==> src/rtl/icb_ppi_arb.sv <==
`default_nettype none
// ============================================================================
// Module   : icb_ppi_arb
// Purpose  : Two-master round-robin arbiter that lets the core PPI master (m0)
//            and a bench/debug master (m1) share one ICB slave port. An
//            in-order FIFO of master ids sends each response back to the
//            master that issued the matching command.
// Ports    : clk, rst_n (asynchronous, active low)
//            m0_icb_* / m1_icb_*  - master-side cmd/rsp channels
//            s_icb_*              - slave-side cmd/rsp channels
//            outs_cnt             - number of outstanding commands (0..OUTS_DEPTH)
//            orphan_rsp_err       - sticky flag: response seen with nothing outstanding
// Revision : 1.0 - initial release
// ============================================================================
module icb_ppi_arb #(
    parameter int AW         = 32,
    parameter int DW         = 32,
    parameter int OUTS_DEPTH = 4
) (
    input  logic                          clk,
    input  logic                          rst_n,
    // master 0
    input  logic                          m0_icb_cmd_valid,
    output logic                          m0_icb_cmd_ready,
    input  logic [AW-1:0]                 m0_icb_cmd_addr,
    input  logic                          m0_icb_cmd_read,
    input  logic [DW-1:0]                 m0_icb_cmd_wdata,
    input  logic [DW/8-1:0]               m0_icb_cmd_wmask,
    input  logic [1:0]                    m0_icb_cmd_size,
    output logic                          m0_icb_rsp_valid,
    input  logic                          m0_icb_rsp_ready,
    output logic                          m0_icb_rsp_err,
    output logic [DW-1:0]                 m0_icb_rsp_rdata,
    // master 1
    input  logic                          m1_icb_cmd_valid,
    output logic                          m1_icb_cmd_ready,
    input  logic [AW-1:0]                 m1_icb_cmd_addr,
    input  logic                          m1_icb_cmd_read,
    input  logic [DW-1:0]                 m1_icb_cmd_wdata,
    input  logic [DW/8-1:0]               m1_icb_cmd_wmask,
    input  logic [1:0]                    m1_icb_cmd_size,
    output logic                          m1_icb_rsp_valid,
    input  logic                          m1_icb_rsp_ready,
    output logic                          m1_icb_rsp_err,
    output logic [DW-1:0]                 m1_icb_rsp_rdata,
    // slave
    output logic                          s_icb_cmd_valid,
    input  logic                          s_icb_cmd_ready,
    output logic [AW-1:0]                 s_icb_cmd_addr,
    output logic                          s_icb_cmd_read,
    output logic [DW-1:0]                 s_icb_cmd_wdata,
    output logic [DW/8-1:0]               s_icb_cmd_wmask,
    output logic [1:0]                    s_icb_cmd_size,
    input  logic                          s_icb_rsp_valid,
    output logic                          s_icb_rsp_ready,
    input  logic                          s_icb_rsp_err,
    input  logic [DW-1:0]                 s_icb_rsp_rdata,
    // status
    output logic [$clog2(OUTS_DEPTH):0]   outs_cnt,
    output logic                          orphan_rsp_err
);

    localparam int PW = $clog2(OUTS_DEPTH);
    localparam int CW = PW + 1;

    logic                  r_rr;         // tie-break pointer: 0 -> m0 wins
    logic                  r_hold_vld;
    logic                  r_hold_id;
    logic [OUTS_DEPTH-1:0] r_ids;        // issuing master id per outstanding cmd
    logic [PW-1:0]         r_wptr;
    logic [PW-1:0]         r_rptr;
    logic [CW-1:0]         r_cnt;
    logic                  r_orphan;

    logic w_gnt;
    logic w_gnt_valid;
    logic w_full;
    logic w_empty;
    logic w_head;
    logic w_push;
    logic w_pop;

    // A held grant wins over the round-robin pointer so the slave sees a
    // stable command while it back-pressures.
    always_comb begin
        w_gnt = 1'b0;
        if (r_hold_vld) begin
            w_gnt = r_hold_id;
        end else if (m0_icb_cmd_valid && m1_icb_cmd_valid) begin
            w_gnt = r_rr;
        end else if (m1_icb_cmd_valid) begin
            w_gnt = 1'b1;
        end
    end

    assign w_gnt_valid = w_gnt ? m1_icb_cmd_valid : m0_icb_cmd_valid;
    // Full is taken from the registered count only, so a same-cycle pop
    // never opens a path from the response side to the command side.
    assign w_full      = (r_cnt == CW'(OUTS_DEPTH));
    assign w_empty     = (r_cnt == '0);
    assign w_head      = r_ids[r_rptr];

    // Handshake outputs are gated by rst_n so they are low throughout reset.
    assign s_icb_cmd_valid  = rst_n & w_gnt_valid & ~w_full;
    assign m0_icb_cmd_ready = rst_n & ~w_gnt & s_icb_cmd_ready & ~w_full;
    assign m1_icb_cmd_ready = rst_n &  w_gnt & s_icb_cmd_ready & ~w_full;

    assign s_icb_cmd_addr  = w_gnt ? m1_icb_cmd_addr  : m0_icb_cmd_addr;
    assign s_icb_cmd_read  = w_gnt ? m1_icb_cmd_read  : m0_icb_cmd_read;
    assign s_icb_cmd_wdata = w_gnt ? m1_icb_cmd_wdata : m0_icb_cmd_wdata;
    assign s_icb_cmd_wmask = w_gnt ? m1_icb_cmd_wmask : m0_icb_cmd_wmask;
    assign s_icb_cmd_size  = w_gnt ? m1_icb_cmd_size  : m0_icb_cmd_size;

    assign m0_icb_rsp_valid = rst_n & s_icb_rsp_valid & ~w_empty & ~w_head;
    assign m1_icb_rsp_valid = rst_n & s_icb_rsp_valid & ~w_empty &  w_head;
    // With nothing outstanding the response is swallowed (orphan).
    assign s_icb_rsp_ready  = rst_n & (w_empty | (w_head ? m1_icb_rsp_ready : m0_icb_rsp_ready));

    assign m0_icb_rsp_err   = s_icb_rsp_err;
    assign m1_icb_rsp_err   = s_icb_rsp_err;
    assign m0_icb_rsp_rdata = s_icb_rsp_rdata;
    assign m1_icb_rsp_rdata = s_icb_rsp_rdata;

    assign w_push = s_icb_cmd_valid & s_icb_cmd_ready;
    assign w_pop  = s_icb_rsp_valid & s_icb_rsp_ready & ~w_empty;

    assign outs_cnt       = r_cnt;
    assign orphan_rsp_err = r_orphan;

    always_ff @(posedge clk or negedge rst_n) begin
        if (!rst_n) begin
            r_rr       <= 1'b0;
            r_hold_vld <= 1'b0;
            r_hold_id  <= 1'b0;
            r_ids      <= '0;
            r_wptr     <= '0;
            r_rptr     <= '0;
            r_cnt      <= '0;
            r_orphan   <= 1'b0;
        end else begin
            if (w_push) begin
                r_rr          <= ~w_gnt;
                r_ids[r_wptr] <= w_gnt;
                r_wptr        <= r_wptr + PW'(1);
            end
            // Keep the grant while the chosen master waits; drop it once the
            // handshake completes or the master (illegally) withdraws valid.
            r_hold_vld <= w_gnt_valid & ~w_push;
            r_hold_id  <= w_gnt;
            if (w_pop) begin
                r_rptr <= r_rptr + PW'(1);
            end
            case ({w_push, w_pop})
                2'b10:   r_cnt <= r_cnt + CW'(1);
                2'b01:   r_cnt <= r_cnt - CW'(1);
                default: r_cnt <= r_cnt;
            endcase
            if (s_icb_rsp_valid && w_empty) begin
                r_orphan <= 1'b1;
            end
        end
    end

endmodule
`default_nettype wire

==> config.mk <==
export PLATFORM = sky130hd
export DESIGN_NAME = icb_ppi_arb
export DESIGN_NICKNAME = d
export VERILOG_FILES = /design/src/rtl/icb_ppi_arb.sv
export SDC_FILE = /design/constraint.sdc
export NUM_CORES = 1
export LEC_CHECK = 0
export ABC_AREA = 1
export ABC_CLOCK_PERIOD_IN_PS = 4000
export BUFFER_PORTS_ARGS = -buffer_cell sky130_fd_sc_hd__buf_2
export CORE_AREA = 2 2 130 132
export CTS_CLUSTER_DIAMETER = 40
export CTS_CLUSTER_SIZE = 8
export DETAILED_ROUTE_END_ITERATION = 12
export DIE_AREA = 0 0 132 134
export SKIP_LAST_GASP = 1
export SLEW_MARGIN = 20
export SYNTH_ARGS = -nofsm -noshare
export SYNTH_HDL_FRONTEND = slang
export SYNTH_SLANG_ARGS = --single-unit
export TNS_END_PERCENT = 5
==> constraint.sdc <==
create_clock -name clk -period 4 [get_ports clk]
set_input_delay 0.6 -clock clk [delete_from_list [all_inputs] [get_ports clk]]
set_output_delay 0.6 -clock clk [all_outputs]
set_load 0.1 [all_outputs]
# Yosys cells after proc, flatten, opt, wreduce, memory -nomap -nowiden
# Index checks and enable logic that the tools add are counted.
dict set report classes {
  add_sub_neg 4
  order_cmp 3
  n_eq_ne 3
  n_mux 16
  bitwise_logic 23
  reduce_logical 5
}
# operator count
set ops {}
lappend ops {{32-bit 2-to-1 mux} 2}
lappend ops {{1-bit AND} 17}
lappend ops {{1-bit 2-to-1 mux} 8}
lappend ops {{2-bit by 3-bit less-than comparator with 1-bit output (second input constant)} 2}
lappend ops {{3-bit one-hot mux with 2 select lines} 1}
lappend ops {{1-bit NOT} 5}
lappend ops {{2-bit by 1-bit adder with 2-bit output (second input constant)} 2}
lappend ops {{4-bit bitwise mux} 1}
lappend ops {{4-bit 2-to-1 mux} 1}
lappend ops {{3-bit by 1-bit adder with 3-bit output (second input constant)} 1}
lappend ops {{3-bit == test (second input constant)} 1}
lappend ops {{1-bit logical AND} 3}
lappend ops {{3-bit zero test} 1}
lappend ops {{3-bit by 1-bit subtractor with 3-bit output (second input constant)} 1}
lappend ops {{1-bit binary-select mux with 2-bit select} 1}
lappend ops {{1-bit demux with 2-bit select} 1}
lappend ops {{2-bit by 1-bit == test with 1-bit output (second input constant)} 1}
lappend ops {{2-bit == test (second input constant)} 1}
lappend ops {{2-bit by 1-bit >= comparator with 1-bit output (second input constant)} 1}
lappend ops {{2-bit 2-to-1 mux} 1}
lappend ops {{2-bit nonzero test} 1}
lappend ops {{1-bit bitwise OR} 1}
dict set report word_totals {
  regBits 15
  in_bits 183
  out_inout_bits 147
  word_cells 62
}

# Longest topological paths before layout
# Gate-level depths: netlist (run 1).
dict set report depth {
  ltp_word 9
  ltp_mapped 14
  depth_no_buf 14
}

# Least setup slack after synthesis (run 1)
# OpenSTA, ideal clock, no wires.
dict set report synth_path {
  kind {flip-flop to output port}
  startpoint {register r_cnt[1] (netlist: outs_cnt[1])}
  endpoint {output m0_icb_rsp_valid}
  t_arrival_ns 2.917
  required_time_ns 3.400
  path_slack_ns 0.483
  stages_incl_launch_ff 5
  n_path_buf 0
  path_cell_list {dfrtp_1 > nor3_1 > nor2_1 > inv_1 > a21oi_1}
}
dict set report synth_via {
  elab_chain_cells 4
}
# element line_no
set synth_rtl {}
lappend synth_rtl {{start: declaration} 72} ;# logic [CW-1:0] r_cnt;
lappend synth_rtl {{start signal: assignment} 154} ;# 2'b10: r_cnt <= r_cnt + CW'(1);
lappend synth_rtl {{start signal: assignment} 155} ;# 2'b01: r_cnt <= r_cnt - CW'(1);
lappend synth_rtl {{start signal: assignment} 156} ;# default: r_cnt <= r_cnt;
lappend synth_rtl {{3-bit zero test} 100} ;# assign w_empty = (r_cnt == '0);
lappend synth_rtl {{1-bit NOT} 114} ;# assign m0_icb_rsp_valid = rst_n & s_icb_rsp_valid & ~w_empty & ~w_head;
lappend synth_rtl {{1-bit AND (2 in a row)} 114}
lappend synth_rtl {{end: declaration} 30} ;# output logic m0_icb_rsp_valid,
# Every way passes these cells.

# Worst setup path after layout (run 1)
dict set report layout_path {
  startpoint {input m1_icb_cmd_valid}
  endpoint {output s_icb_cmd_addr[2]}
}
dict set report layout_via {
  elab_chain_cells 4
  elab_cells_between_ends 5
}
# element line_no
set layout_rtl {}
lappend layout_rtl {{start: declaration} 35} ;# input logic m1_icb_cmd_valid,
lappend layout_rtl {{1-bit 2-to-1 mux or 1-bit logical AND (tied branches)} {91, 89}}
lappend layout_rtl {{1-bit 2-to-1 mux *} 89} ;# end else if (m0_icb_cmd_valid && m1_icb_cmd_valid) begin
lappend layout_rtl {{1-bit 2-to-1 mux *} 87} ;# if (r_hold_vld) begin
lappend layout_rtl {{32-bit 2-to-1 mux *} 108} ;# assign s_icb_cmd_addr = w_gnt ? m1_icb_cmd_addr : m0_icb_cmd_addr;
lappend layout_rtl {{end: declaration} 49} ;# output logic [AW-1:0] s_icb_cmd_addr,
# Mark *: on every way between the ends. The rest lies on a longest branch, timed or not.

==> results.tsv, run 1 <==
stage	metric	value	unit
sta	worst_slew_pin_slew	0.7683	ns
drt	routed_wl	8993	µm
worst_setup_path	slowest_stage	buf_4	
sta	post-route-period-util	0.6989	
sta	tns	0	ns
clocking	cts.sinks	15	
worst_setup_path	reg2reg_slack	1.85	ns
clocking	clk_latency	0.24	ns
placed_design	placed_cell_area	4219	µm²
finish	diodes	0	
synth	synth_fp_nets	588	
clocking	cts_made_buffers	3	
drt	via_per_inst	3.623	
placed_design	port_buffers	230	
outcome	status	complete, no violations	
sta	final_hold_viol_count	0	
sta	max_slew_margin	0.4878	
worst_setup_path	rr_endpoint	outs_cnt[2]	
worst_setup_path	crit_fanout	78	
synth	ys.warnings.count	0	
die	initial_core_util	0.1406	
global_routing	grt_antenna_before_repair	0	
power	p_leak	2.425	nW
synth	yosysUniqueCellTypes	23	
placed_design	place_inst	770	
worst_setup_path	max_stage_delay	0.61	ns
synth	synth_top_area_frac	0.3916	
clocking	cts.htree.levels	1	
worst_setup_path	path_common_cell	nand2_1	
drt	drtIter0Drc	111	
die	dieWidth	132	µm
power	power	4.797	mW
clocking	clk_pin_slew	0.04	ns
clocking	clk_path_buf_depth	2	
clocking	cts_resized	0	
flow_run	drv.max_cap_violation_count	0	
drt	ant_nets	0	
worst_hold_path	hold_path.class	in -> async	
global_routing	grt_pass1_vias	2627	
worst_setup_path	crit_arrival	2.20	ns
synth	syn_area_per_cell	5.742	µm²
die	io_pins	330	
global_routing	grt_use_total	0.09264	
clocking	cts_setup_buffers	0	
synth	ys_top_cells_by_area	nand2_1 39%, buf_4 24%, dfrtp_1 16%	
clocking	clock-root-buffer	clkbuf_16	
finish	final_util	0.2638	
finish	area_growth	87.60	%
worst_setup_path	start_kind	input port	
finish	stdcell_area	4298	µm²
finish	fin_nets	744	
finish	drive_above_1_share	0.4458	
global_routing	grt_pass1_wl	13390	µm
drt	wire_per_inst	11.62	µm
die	core	16290	µm²
power	power.density	1116	nW/µm²
worst_setup_path	path_cells	buf_2, inv_1, nor2_1, nand2_1, nand2_2, buf_4, nand2_1, nand2_1, buf_12	
worst_setup_path	r2r_start	r_rptr[0]	
worst_setup_path	end_kind	primary output	
sta	rsz0062_at_grt	false	
finish	num-fill-cells	1765	
global_routing	overflow	0	
placed_design	place.gp.congestion	0.7547	
synth	yosysTopAreaCell	nand2_1	
finish	mostFrequentLayoutCells	239 x nand2_1, 158 x buf_2, 73 x buf_12	
worst_setup_path	r2r_cells	14	
synth	syn-cell-area	2291	µm²
placed_design	dp_hpwl	7568	µm
finish	instances_no_fill	774	
die	die_h	134	µm
sta	slew_viol_final	0	
drt	first_pass_iters	4	
sta	finalClockSkew	0.001001	ns
sta	fmax	357.7	MHz
worst_setup_path	criticalPathCategory	in -> out	
global_routing	grt_start_max_net_pins	79	
worst_setup_path	cp.required	3.40	ns
clocking	ctsHoldBuffers	0	
die	die_area	17690	µm²
drt	drc_errors	0	
die	rows	47	
synth	synth_cells	399	
drt	vias	2804	
clocking	cts_tree	yes	
synth	ys_seq_area_frac	0.1638	
sta	fin_crit	2.796	ns
finish	final_common_cell	nand2_1	
synth	ys_ff_latch	15	
sta	finalSetupViolCount	0	
power	ir_worst_vdd	0.3734	mV
==> metrics by stage <==
step | hold WS (ns) | setup slack (ns)
5_1_grt | 0.3069 | 1.088
4_1_cts | 0.2872 | 1.210
6_report | 0.2763 | 1.205
3_5_place_dp | 0.4431 | 1.243
3_3_place_gp | 0.4352 | 1.196
2_1_floorplan | 0.3044 | 0.4826
==> sequential cells by signal, indices dropped and copies added, names as in the netlist <==
register,cells
orphan_rsp_err,1
r_rr,1
outs_cnt,3
r_ids,4
r_rptr,2
r_hold_id,1
r_hold_vld,1
r_wptr,2
==> layer usage <==
metal	global-route usage	vias up	share of wire
li1	-	1451	-
met1	0.1018	1155	0.37
met2	0.1687	187	0.50
met3	0.03477	11	0.12
met4	0.02234	0	0.012
met5	0	-	0
==> power breakdown <==
group          switching [mW]  internal (mW)
combinational            3.02           1.32
clock                  0.0556          0.134
sequential             0.0552          0.217
==> cells by family after synthesis <==
logic type | synth area share
AOI/OAI and AO/OA | 0.01857
DFF | 0.1638
adders and majority gates | 0.03605
xor gates and xnor gates | 0.01529
buffers and inverters | 0.2895
and+or+nand+nor | 0.4768
==> final cells by class <==
cell class,instances,area (µm²),area share
Timing Repair Buffer,232,2260,0.5258
Tap cell,220,275.3,0.06405
Clock buffer,4,78.83,0.01834
Multi-Input combinational cell,288,1252,0.2914
Inverter,15,56.30,0.01310
Sequential cell,15,375.4,0.08734
==> synthesized netlist by cell type <==
cell type  instances
fa_1               1
nor2_1             7
nand3_4            1
a21o_1             1
o21ai_0            4
xnor2_1            2
inv_1             13
nand4_1            4
buf_4             73
nor3_1             1
buf_2              5
dfrtp_1           15
xor2_1             2
ha_1               5
nand3_2            4
buf_6              3
nand2_2            4
o21ai_1            1
a21oi_1            2
nand2_1          239
inv_2              2
nor2_4             1
nand3_1            9
==> worst max-delay path, delay by kind of cell <==
family	cells	cell delay (ns)
buf+inv	4	0.92
simple gates	5	0.64
==> how the worst max path moves through the flow <==
| stage | from | endpoint | slack [ns] | cells after the start |
|---|---|---|---|---|
| floorplan | outs_cnt[1] | m0_icb_rsp_valid | 0.48 | 4 |
| global placement | m1_icb_cmd_valid | s_icb_cmd_addr[2] | 1.20 | 9 |
| detailed placement | m1_icb_cmd_valid | s_icb_cmd_addr[2] | 1.24 | 9 |
| CTS | m1_icb_cmd_valid | s_icb_cmd_addr[2] | 1.21 | 9 |
| global route | m1_icb_cmd_valid | s_icb_cmd_wdata[2] | 1.09 | 10 |
| finish | m1_icb_cmd_valid | s_icb_cmd_addr[2] | 1.20 | 9 |
(Power assumes the default switching activity.)
==> inputs of run 2 (changes only) <==
--- a/config.mk
+++ b/config.mk
@@ -5,14 +5,14 @@
 export SDC_FILE = /design/constraint.sdc
 export NUM_CORES = 1
 export LEC_CHECK = 0
-export ABC_AREA = 1
-export ABC_CLOCK_PERIOD_IN_PS = 4000
+export ABC_AREA = 0
+export ABC_CLOCK_PERIOD_IN_PS = 2900
 export BUFFER_PORTS_ARGS = -buffer_cell sky130_fd_sc_hd__buf_2
-export CORE_AREA = 2 2 130 132
+export CORE_AREA = 2 2 126 128
 export CTS_CLUSTER_DIAMETER = 40
 export CTS_CLUSTER_SIZE = 8
 export DETAILED_ROUTE_END_ITERATION = 12
-export DIE_AREA = 0 0 132 134
+export DIE_AREA = 0 0 128 130
 export SKIP_LAST_GASP = 1
 export SLEW_MARGIN = 20
 export SYNTH_ARGS = -nofsm -noshare
==> constraint.sdc (replaced) <==
create_clock -name clk -period 2.9 [get_ports clk]
set_input_delay 0.435 -clock clk [delete_from_list [all_inputs] [get_ports clk]]
set_output_delay 0.435 -clock clk [all_outputs]
set_load 0.1 [all_outputs]
==> results.tsv, run 2 <==
stage	metric	value	unit
sta	fin_crit	2.490	ns
clocking	clock-root-buffer	clkbuf_16	
sta	rsz0062_at_grt	false	
synth	ys_async_sr_fraction	1.000	
global_routing	grt_use_total	0.1159	
power	power.density	1130	nW/µm²
worst_setup_path	max_stage_delay	0.41	ns
sta	finalSetupViolCount	0	
clocking	clk_latency	0.24	ns
drt	wire_per_inst	18.53	µm
placed_design	dp_hpwl	9740	µm
worst_hold_path	hold_path.class	in -> async	
finish	drive_above_1_share	0.8036	
die	io_pins	330	
sta	max_slew_margin	0.6477	
finish	final_common_cell	buf_2	
clocking	clk_path_buf_depth	2	
die	die_h	130	µm
outcome	status	complete, no violations	
placed_design	port_buffers	230	
sta	slew_viol_final	0	
worst_setup_path	cp.required	2.47	ns
global_routing	grt_pass1_wl	13790	µm
die	core	15420	µm²
worst_setup_path	reg2reg_slack	0.61	ns
placed_design	place.gp.congestion	0.6569	
clocking	cts.sinks	15	
clocking	cts_resized	0	
synth	synth_top_area_frac	0.3487	
sta	worst_slew_pin_slew	0.5322	ns
synth	syn_area_per_cell	9.860	µm²
worst_setup_path	crit_fanout	21	
clocking	ctsHoldBuffers	0	
synth	yosysUniqueCellTypes	31	
global_routing	overflow	0	
sta	fmax	401.5	MHz
clocking	cts_tree	yes	
finish	fin_nets	582	
finish	largest_reg_flops	4	
worst_setup_path	slowest_stage	dfrtp_1	
die	rows	46	
die	initial_core_util	0.1445	
synth	synth_fp_nets	415	
synth	synth_edf_count	0	
sta	hold_ws	0.2248	ns
synth	ys.warnings.count	0	
global_routing	grt_antenna_before_repair	0	
global_routing	grt_pass1_vias	2005	
synth	ys_ff_latch	15	
die	dieWidth	128	µm
worst_setup_path	crit_arrival	2.06	ns
sta	final_hold_viol_count	0	
global_routing	grt_start_max_net_pins	30	
worst_setup_path	path_cells	nand3b_1, nand2_4, buf_4, mux2_2, buf_12	
synth	ys_top_cells_by_area	mux2_2 35%, buf_4 22%, dfrtp_1 17%	
sta	post-route-period-util	0.8588	
die	die_area	16640	µm²
drt	first_pass_iters	4	
placed_design	post-place-ws	0.4568	ns
clocking	cts_made_buffers	3	
sta	finalClockSkew	0.001853	ns
flow_run	drv.max_cap_violation_count	0	
worst_setup_path	end_kind	primary output	
drt	ant_nets	0	
worst_setup_path	criticalPathCategory	reg -> out	
drt	drtIter0Drc	28	
synth	syn-cell-area	2228	µm²
synth	synthFlopType	dfrtp_1	
clocking	cts.htree.levels	1	
finish	area_growth	91.35	%
finish	num-fill-cells	1609	
synth	yosysTopAreaCell	mux2_2	
synth	synth_commonest_cells	69 x mux2_2, 66 x buf_4, 15 x dfrtp_1	
drt	via_per_inst	3.700	
synth	ys_seq_area_frac	0.1684	
clocking	clk_pin_slew	0.05	ns
synth	yosysMostFrequentCell	mux2_2	
drt	drc_errors	0	
power	p_leak	2.055	nW
worst_setup_path	start_kind	register	
power	ir_worst_vdd	0.8338	mV
clocking	cts_setup_buffers	0	
drt	vias	2161	
finish	mostFrequentLayoutCells	160 x buf_2, 71 x buf_12, 69 x mux2_2	
finish	diodes	0	
drt	routed_wl	10820	µm
sta	setup_ws	0.4096	ns
finish	regMostFlops	r_ids	
worst_setup_path	r2r_cells	10	
synth	synth_cells	226	
[run 2: worst paths after layout]
path | start | to
min | rst_n | outs_cnt[1]
max in group asynchronous | rst_n | r_ids[1]
min reg2reg | orphan_rsp_err | orphan_rsp_err
max | r_hold_vld | s_icb_cmd_size[0]
min in group clk | s_icb_rsp_valid | orphan_rsp_err
max reg2reg | r_rptr[1] | outs_cnt[2]
[run 2: through the flow]
| step | setup TNS [ns] | utilization | total power [mW] | instances | cell area [µm²] |
|---|---|---|---|---|---|
| floorplan | -0.9366 | - | 3.593 | 226 | 2232 |
| global placement | 0 | 0.2713 | 4.563 | 580 | 4185 |
| detailed placement | 0 | 0.2713 | 4.581 | 580 | 4185 |
| CTS | 0 | 0.2764 | 4.866 | 584 | 4264 |
| global route | 0 | 0.2764 | 5.001 | 584 | 4264 |
| finish | 0 | 0.2764 | 4.819 | 584 | 4264 |
[run 2: final cells by class]
type,count,area [µm²],area share
repair buffers,236,2260,0.5299
multi-input cells,126,1269,0.2975
flip-flops and latches,15,375.4,0.08803
well taps,192,240.2,0.05634
clock buffers,4,78.83,0.01849
inverters,11,41.29,0.009683
[run 2: cell families (layout without fill, tap and decap cells)]
kind of cell | Yosys count | count (layout) | share of synthesized area
adder cells (fa/ha/maj) | 6 | 6 | 0.03706
XOR/XNOR | 5 | 5 | 0.01966
AND/OR/NAND/NOR | 23 | 23 | 0.06008
multiplexers | 83 | 83 | 0.4172
buffers and inverters | 85 | 251 | 0.2673
flip-flops | 15 | 15 | 0.1684
AO/OA/AOI/OAI | 9 | 9 | 0.03031
[run 2: per-layer routing]
metal | vias to the layer above | track usage | share of wire
met4 | 0 | 0.02004 | 0.0080
met5 | - | 0 | 0
met3 | 11 | 0.08323 | 0.17
met1 | 967 | 0.1474 | 0.41
li1 | 1036 | - | -
met2 | 147 | 0.1601 | 0.42
[run 2: report_power, final]
part	total, mW	internal [mW]	switching (mW)
Sequential	0.390	0.308	0.0829
Combinational	4.16	1.44	2.73
Clock	0.267	0.186	0.0808
[run 2: critical path: cells and delay by family, from the launching register on]
family | cells | cell delay, ns
DFF | 1 | 0.41
buffers and inverters | 2 | 0.43
muxes | 1 | 0.39
and+or+nand+nor | 2 | 0.57
==> inputs of run 3 (changes only) <==
--- a/config.mk
+++ b/config.mk
@@ -8,11 +8,14 @@
 export ABC_AREA = 0
 export ABC_CLOCK_PERIOD_IN_PS = 2900
 export BUFFER_PORTS_ARGS = -buffer_cell sky130_fd_sc_hd__buf_2
-export CORE_AREA = 2 2 126 128
+export CELL_PAD_IN_SITES_DETAIL_PLACEMENT = 0
+export CELL_PAD_IN_SITES_GLOBAL_PLACEMENT = 1
+export CORE_AREA = 2 2 129 131
 export CTS_CLUSTER_DIAMETER = 40
 export CTS_CLUSTER_SIZE = 8
 export DETAILED_ROUTE_END_ITERATION = 12
-export DIE_AREA = 0 0 128 130
+export DIE_AREA = 0 0 131 133
+export PLACE_DENSITY_LB_ADDON = 0.1
 export SKIP_LAST_GASP = 1
 export SLEW_MARGIN = 20
 export SYNTH_ARGS = -nofsm -noshare
==> results.tsv, run 3 (synthesis results as in run 2) <==
stage	metric	value	unit
outcome	status	complete, no violations	
finish	area_growth	93.15	%
flow_run	drv.max_cap_violation_count	0	
global_routing	grt_use_total	0.1176	
global_routing	grt_pass1_vias	2291	
finish	mostFrequentLayoutCells	160 x buf_2, 72 x buf_12, 69 x mux2_2	
global_routing	overflow	0	
global_routing	top_usage_layer	met2	
sta	slew_viol_final	0	
die	dieWidth	131	µm
worst_setup_path	slowest_stage	mux2_2	
finish	regMostFlops	r_ids	
finish	final_util	0.2662	
placed_design	port_buffers	230	
clocking	cts.htree.levels	1	
worst_setup_path	path_buf_inv	2	
sta	fmax	400.2	MHz
clocking	clk_path_buf_depth	2	
placed_design	place.gp.congestion	0.7380	
die	core	16170	µm²
drt	drc_errors	0	
drt	ant_nets	0	
finish	num-fill-cells	1732	
clocking	cts_resized	0	
worst_setup_path	cp.required	2.47	ns
drt	routed_wl	11200	µm
global_routing	grt_util_met2	0.2320	
clocking	cts_made_buffers	3	
finish	drive_above_1_share	0.8026	
sta	tns	0	ns
worst_setup_path	start_kind	register	
power	ir_worst_vdd	0.9328	mV
sta	final_hold_viol_count	0	
clocking	cts_setup_buffers	0	
sta	max_slew_margin	0.6610	
global_routing	grt_pass1_wl	14990	µm
power	power.density	1114	nW/µm²
sta	fin_crit	2.499	ns
clocking	clk_pin_slew	0.05	ns
placed_design	dp_hpwl	10060	µm
clocking	cts.sinks	15	
die	initial_core_util	0.1378	
die	die_h	133	µm
worst_setup_path	path_cells	nand3b_1, nand2_4, buf_12, mux2_2, buf_12	
die	die_area	17420	µm²
finish	largest_reg_flops	4	
global_routing	grt_antenna_before_repair	3	
finish	final_common_cell	buf_2	
global_routing	grt_util_met3	0.05742	
worst_setup_path	crit_arrival	2.06	ns
global_routing	grt_start_max_net_pins	43	
drt	drtIter0Drc	26	
sta	worst_slew_pin_slew	0.5120	ns
worst_hold_path	hold_path.class	in -> async	
power	p_leak	2.048	nW
global_routing	use_met1	0.1051	
drt	wire_per_inst	18.26	µm
drt	via_per_inst	3.509	
drt	first_pass_iters	4	
worst_setup_path	crit_fanout	42	
sta	finalClockSkew	0.004047	ns
worst_setup_path	max_stage_delay	0.45	ns
clocking	cts_tree	yes	
drt	vias	2151	
sta	post-route-period-util	0.8616	
clocking	clock-root-buffer	clkbuf_16	
finish	fin_nets	580	
die	rows	47	
sta	rsz0062_at_grt	false	
worst_setup_path	end_kind	primary output	
clocking	clk_latency	0.24	ns
die	io_pins	330	
worst_setup_path	cpLargestDelayFamily	simple AND/OR/NAND/NOR gates	
sta	finalSetupViolCount	0	
worst_setup_path	path_common_cell	buf_12	
clocking	ctsHoldBuffers	0	
worst_setup_path	criticalPathCategory	reg -> out	
==> run 3: changes by cell type in the layout (fill, tap and decap cells not counted), sizes merged <==
cell,previous run,this run
diode,0,3
buf,236,234
==> run 3: stage by stage <==
stage / hold WS, ns / setup slack (ns) / instances / power [mW] / cell area, µm²
2_1_floorplan: 0.1394 / -0.2643 / 226 / 3.593 / 2232
3_3_place_gp: 0.3201 / 0.5395 / 606 / 4.566 / 4218
3_5_place_dp: 0.3184 / 0.5072 / 606 / 4.569 / 4218
4_1_cts: 0.05608 / 0.3685 / 610 / 4.855 / 4297
5_1_grt: 0.05840 / 0.3082 / 613 / 4.979 / 4304
6_report: 0.04996 / 0.4013 / 613 / 4.796 / 4304
==> run 3: layer usage <==
metal	vias up	share of wire
met2	134	0.56
li1	1039	-
met5	-	0
met1	966	0.30
met3	12	0.14
met4	0	0.0070
==> run 3: final cells by class <==
type,count,area [µm²],share of cell area
Timing Repair Buffer,234,2257,0.5244
Multi-Input combinational cell,126,1269,0.2948
Sequential cell,15,375.4,0.08721
Tap cell,220,275.3,0.06395
Clock buffer,4,78.83,0.01831
Inverter,11,41.29,0.009593
Antenna cell,3,7.507,0.001744
==> run 3: final timing paths <==
check	from	to	slack [ns]	cells past startpoint
max in group asynchronous	rst_n	r_rptr[0]	2.42	2
hold reg to reg	r_ids[1]	r_ids[1]	0.49	1
setup / recovery	r_hold_vld	s_icb_cmd_wmask[2]	0.40	5
setup reg to reg	outs_cnt[0]	outs_cnt[2]	0.61	10
min in group clk	s_icb_rsp_valid	orphan_rsp_err	0.45	3
hold / removal	rst_n	r_wptr[1]	0.05	1
==> run 3: power breakdown <==
part | leakage (nW) | switching, mW | internal (mW)
sequential | 0.180 | 0.0832 | 0.307
combinational | 1.83 | 2.70 | 1.43
clock | 0.0382 | 0.0833 | 0.186
==> run 3: worst reg2reg max path: cells and delay by family (launching register included) <==
family,cells,cell delay [ns]
adder cells (fa/ha/maj),2,0.55
XOR/XNOR,2,0.32
buffers and inverters,2,0.14
flip-flops,1,0.42
AND/OR/NAND/NOR,4,0.79
